## src/rtl/loba_mac_accum.sv

```systemverilog
// Signed product accumulator: one dot-product result per p_last-terminated packet.
// Define LOBA_MAC_ACCUM_SAT_EN to clamp the accumulator on overflow instead of wrapping.
module loba_mac_accum #(
  parameter int PW = 32,
  parameter int AW = 40,
  parameter int CW = 16
) (
  input  logic          clk,
  input  logic          rst_n,
  input  logic          clr,
  input  logic          p_valid,
  output logic          p_ready,
  input  logic [PW-1:0] p_data,
  input  logic          p_last,
  output logic          r_valid,
  input  logic          r_ready,
  output logic [AW-1:0] r_data,
  output logic [CW-1:0] r_count,
  output logic          r_ovf
);

  logic [AW-1:0] acc;
  logic [CW-1:0] cnt;
  logic          ovf;

  logic signed [PW-1:0] p_s;
  logic [AW-1:0] p_ext;
  logic [AW-1:0] sum_raw;
  logic [AW-1:0] sum;
  logic          ovf_now;
  logic [CW-1:0] cnt_nxt;
  logic          accept;
  logic          hold;

`ifdef LOBA_MAC_ACCUM_SAT_EN
  localparam logic [AW-1:0] MAXV = {1'b0, {(AW-1){1'b1}}};
  localparam logic [AW-1:0] MINV = {1'b1, {(AW-1){1'b0}}};
`endif

  assign p_s   = p_data;
  assign p_ext = AW'(p_s);

  assign hold    = r_valid && !r_ready;
  assign p_ready = !clr && !hold;
  assign accept  = p_valid && p_ready;

  always_comb begin
    sum_raw = acc + p_ext;
    ovf_now = (acc[AW-1] == p_ext[AW-1]) &&
              (sum_raw[AW-1] != acc[AW-1]);
`ifdef LOBA_MAC_ACCUM_SAT_EN
    sum = sum_raw;
    if (ovf_now) begin
      sum = acc[AW-1] ? MINV : MAXV;
    end
`else
    sum = sum_raw;
`endif
    cnt_nxt = (&cnt) ? cnt : cnt + 1'b1;
  end

  always_ff @(posedge clk or negedge rst_n) begin
    if (!rst_n) begin
      acc     <= '0;
      cnt     <= '0;
      ovf     <= 1'b0;
      r_valid <= 1'b0;
      r_data  <= '0;
      r_count <= '0;
      r_ovf   <= 1'b0;
    end else begin
      if (clr) begin
        acc <= '0;
        cnt <= '0;
        ovf <= 1'b0;
      end else if (accept) begin
        if (p_last) begin
          acc <= '0;
          cnt <= '0;
          ovf <= 1'b0;
        end else begin
          acc <= sum;
          cnt <= cnt_nxt;
          ovf <= ovf | ovf_now;
        end
      end
      // A last beat in the retiring cycle replaces the result without a bubble
      if (accept && p_last) begin
        r_valid <= 1'b1;
        r_data  <= sum;
        r_count <= cnt_nxt;
        r_ovf   <= ovf | ovf_now;
      end else if (r_valid && r_ready) begin
        r_valid <= 1'b0;
      end
    end
  end

endmodule

```

## config.mk

```make
export PLATFORM = sky130hd
export DESIGN_NAME = loba_mac_accum
export DESIGN_NICKNAME = d
export VERILOG_FILES = /design/src/rtl/loba_mac_accum.sv
export SDC_FILE = /design/constraint.sdc
export NUM_CORES = 1
export LEC_CHECK = 0
export ABC_CLOCK_PERIOD_IN_PS = 4500
export CAP_MARGIN = 20
export CORE_MARGIN = 1.5
export CORE_UTILIZATION = 50
export DETAILED_ROUTE_END_ITERATION = 6
export PLACE_DENSITY = 0.85
export REMOVE_ABC_BUFFERS = 1
export SYNTH_ARGS = -nofsm -noshare
export SYNTH_HDL_FRONTEND = slang
export SYNTH_SLANG_ARGS = --single-unit
```

## constraint.sdc

```tcl
create_clock -name clk -period 4.5 [get_ports clk]
set_clock_uncertainty 0.1 [all_clocks]
set_input_delay 0.9 -clock clk [delete_from_list [all_inputs] [get_ports clk]]
set_output_delay 0.9 -clock clk [all_outputs]
set_load 0.01 [all_outputs]
```

==> results.toml <==
[cells_and_area]
diodes = 0
drive_gt1_share_pct = 8.93
final_cell_area_mm2 = 0.00875
fillers = 1097
final_util_pct = 63.3
synthToLayoutAreaGrowth_pct = 24.5
nets = 939
multiInputGateArea_mm2 = 0.00395
ff_latch_area_mm2 = 0.00288

[critical_path]
cp_slowest_stage_delay_ns = 0.52
required_ns = 4.71
timing.rr.start = "acc[0]"
path_class = "in -> reg"
worstSetupStartpoint = "p_data[0]"
cp.arrival_ns = 4.02
worstPathMaxFanout = 4
setup.worst_path.start_class = "input port"
critPathSlowestCell = "clkdlybuf4s50_1"
path_cells = "clkdlybuf4s50_1 -> ha_1 -> inv_1 -> fa_1 -> nor2b_1 -> o2111ai_2 -> a31oi_1 -> o211ai_1 -> a21oi_1 -> a41oi_1 -> xnor2_1 -> mux2_2"
critPathCaptureType = "register"

[run]
drv_cap = 0

[yosys]
synthFlopType = "dfrtp_1"
ys_warn_count = 0
ys_seq_area_share_pct = 40.9
post-synth-top-count-cell = "nand2_1"
syn_inst = 773
synthAdderAreaFrac_pct = 7.40
synth_area_leaders = "dfrtp_1, nand2_1, ha_1"
ys_ff_latch = 115
synth_common_cells = "nand2_1, dfrtp_1, o21ai_0"
yosysUniqueCellTypes = 69
synth_top_family_by_area = "compound AO/OA/AOI/OAI gates"
synth_edf_count = 0
synth-async-reset-ratio_pct = 100
synth_mux_area_share_pct = 2.49
synth_top_area_cell = "dfrtp_1"
syn_area_mm2 = 0.00703
yosys.area_share.simple_pct = 16.5
synth_top_area_share_pct = 40.9
synth.avg_cell_area_um2 = 9.10
synth_compound_area_share_pct = 24.4
synthXorXnorAreaFrac_pct = 5.23

[sta]
max_freq_mhz = 263
finalSetupTns_ns = 0
final.min_clock_period_ns = 3.80
tightest_slew_ns = 0.914
slew_violations = 0
final_hold_viol_count = 0
max_slew_margin_pct = 38.9
period_share_pct = 84.5
hold_ws_ns = 0.371
rsz0062_at_grt = "no"
setup_viol = 0

[clocking]
cts_tree = "built"
clk_latency_ns = 0.43
cts-root-buf = "clkbuf_16"
clk_pin_slew_ns = 0.06
hold_buffers = 0
cts_buffer_depth = 2
htree_levels = 4
cts_resized = 0
cts_buffers = 17
cts.sinks = 115
cts_setup_buffers = 0

[placement]
gp_congestion = 0.939
hpwlAfterDp_mm = 12.5
dpl-instance-area_mm2 = 0.00818
io_buffer_count = 96

[pwr]
switching_power_uw = 1090
max-vdd-ir-drop_mv = 0.314
p_per_area_mw_per_mm2 = 399
combPwrFrac_pct = 26.2
internal-power_uw = 2400
clockPowerShare_pct = 37.5
p_total_uw = 3490
power_leakage_uw = 0.00401
sw_frac_of_total_pct = 31.2
power.share.sequential_pct = 36.2

[grt]
grt_pass1_vias = 5996
grt_overflow = 0
grt_max_degree = 67
antenna_found_initial = 0
grt_pass1_wl_mm = 29.1
grt_usage_pct = 25.1

[drt]
drt_pass1_iterations = 5
antenna_left = 0
drtIter0Drc = 487
wirelength_mm = 17.8
vias = 6202
drcViolationCount = 0
viasPerCell = 5.89
wl_per_cell_um = 16.9

[die]
dieArea_mm2 = 0.0148
pin_count = 97
rows = 43
start_util_pct = 50.9
die_y_um = 122
fp.coreArea_mm2 = 0.0138
die_w_um = 122

[run_status]
status = "complete, no violations"

[hold_path]
worstHoldStart = "r_data[27]"
hp-class = "reg -> reg"
cells in the final DEF, fill, tap and decap left out, drive strengths merged, types with 9 or more instances in the layout:
cell,count
clkbuf,17
nand3,14
and3,11
nand2,139
a22o,29
nor2,35
o21ai,66
mux2,12
buf,14
ha,40
inv,22
o211ai,10
a21o,24
xnor2,26
xor2,16
clkdlybuf4s50,95
nand4,12
a31oi,10
a21oi,50
dfrtp,115
and2,9
critical path, delay by kind of cell:
kind | cells | cell delay [ns]
AOI/OAI and AO/OA | 5 | 1.23
xor gates and xnor gates | 1 | 0.17
buffers and inverters | 2 | 0.59
adders and majority gates | 2 | 0.65
muxes | 1 | 0.27
and+or+nand+nor | 1 | 0.20
layout make-up:
class / count / area share (%)
multi-input cells: 601 / 45.1
repair buffers: 109 / 12.2
flip-flops and latches: 115 / 32.9
well taps: 180 / 2.57
inverters: 16 / 0.686
clock inverters: 15 / 1.70
clock buffers: 17 / 4.86
state kept, by name, indices dropped and copies added (netlist names):
register / flops
r_valid: 1
ovf: 1
cnt: 16
r_count: 16
acc: 40
r_data: 40
r_ovf: 1
stage by stage:
stage                     cells  setup slack, ns
after floorplan             732            0.924
after global placement     1021            0.401
after detailed placement   1021            0.359
after CTS                  1053            0.712
after global routing       1053            0.558
final                      1053            0.697
path summary, 6_finish.rpt:
kind | slack (ns) | depth (start not counted) | endpoint
worst max-delay path | 0.70 | 12 | r_data[30]
worst min-delay path | 0.37 | 2 | r_data[27]
worst max register to register | 1.37 | 11 | r_data[30]
worst min register to register | 0.37 | 2 | r_data[27]
max in group asynchronous | 2.96 | 2 | acc[37]
min in group asynchronous | 0.47 | 1 | r_data[25]
power groups by stage:
stage | clock (µW) | combinational [µW] | sequential, µW
2_1_floorplan | 0 | 447 | 1320
3_3_place_gp | 0 | 891 | 1280
4_1_cts | 1330 | 917 | 1270
5_1_grt | 1390 | 1000 | 1280
6_report | 1310 | 916 | 1270
3_5_place_dp | 0 | 907 | 1280
routing by layer:
layer | global-route usage, % | share of wire [%]
met1 | 33.1 | 45
met2 | 40.8 | 47
met3 | 4.96 | 5.3
met4 | 9.78 | 2.6
met5 | 0 | 0
logic make-up (layout without fill, tap and decap cells):
group	Yosys count	in the layout
flip-flops	115	115
multiplexers	16	16
buffers and inverters	57	157
XOR/XNOR	42	42
adder cells (fa/ha/maj)	41	41
AND/OR/NAND/NOR	252	252
AO/OA/AOI/OAI	250	250
(Power assumes the default switching activity.)
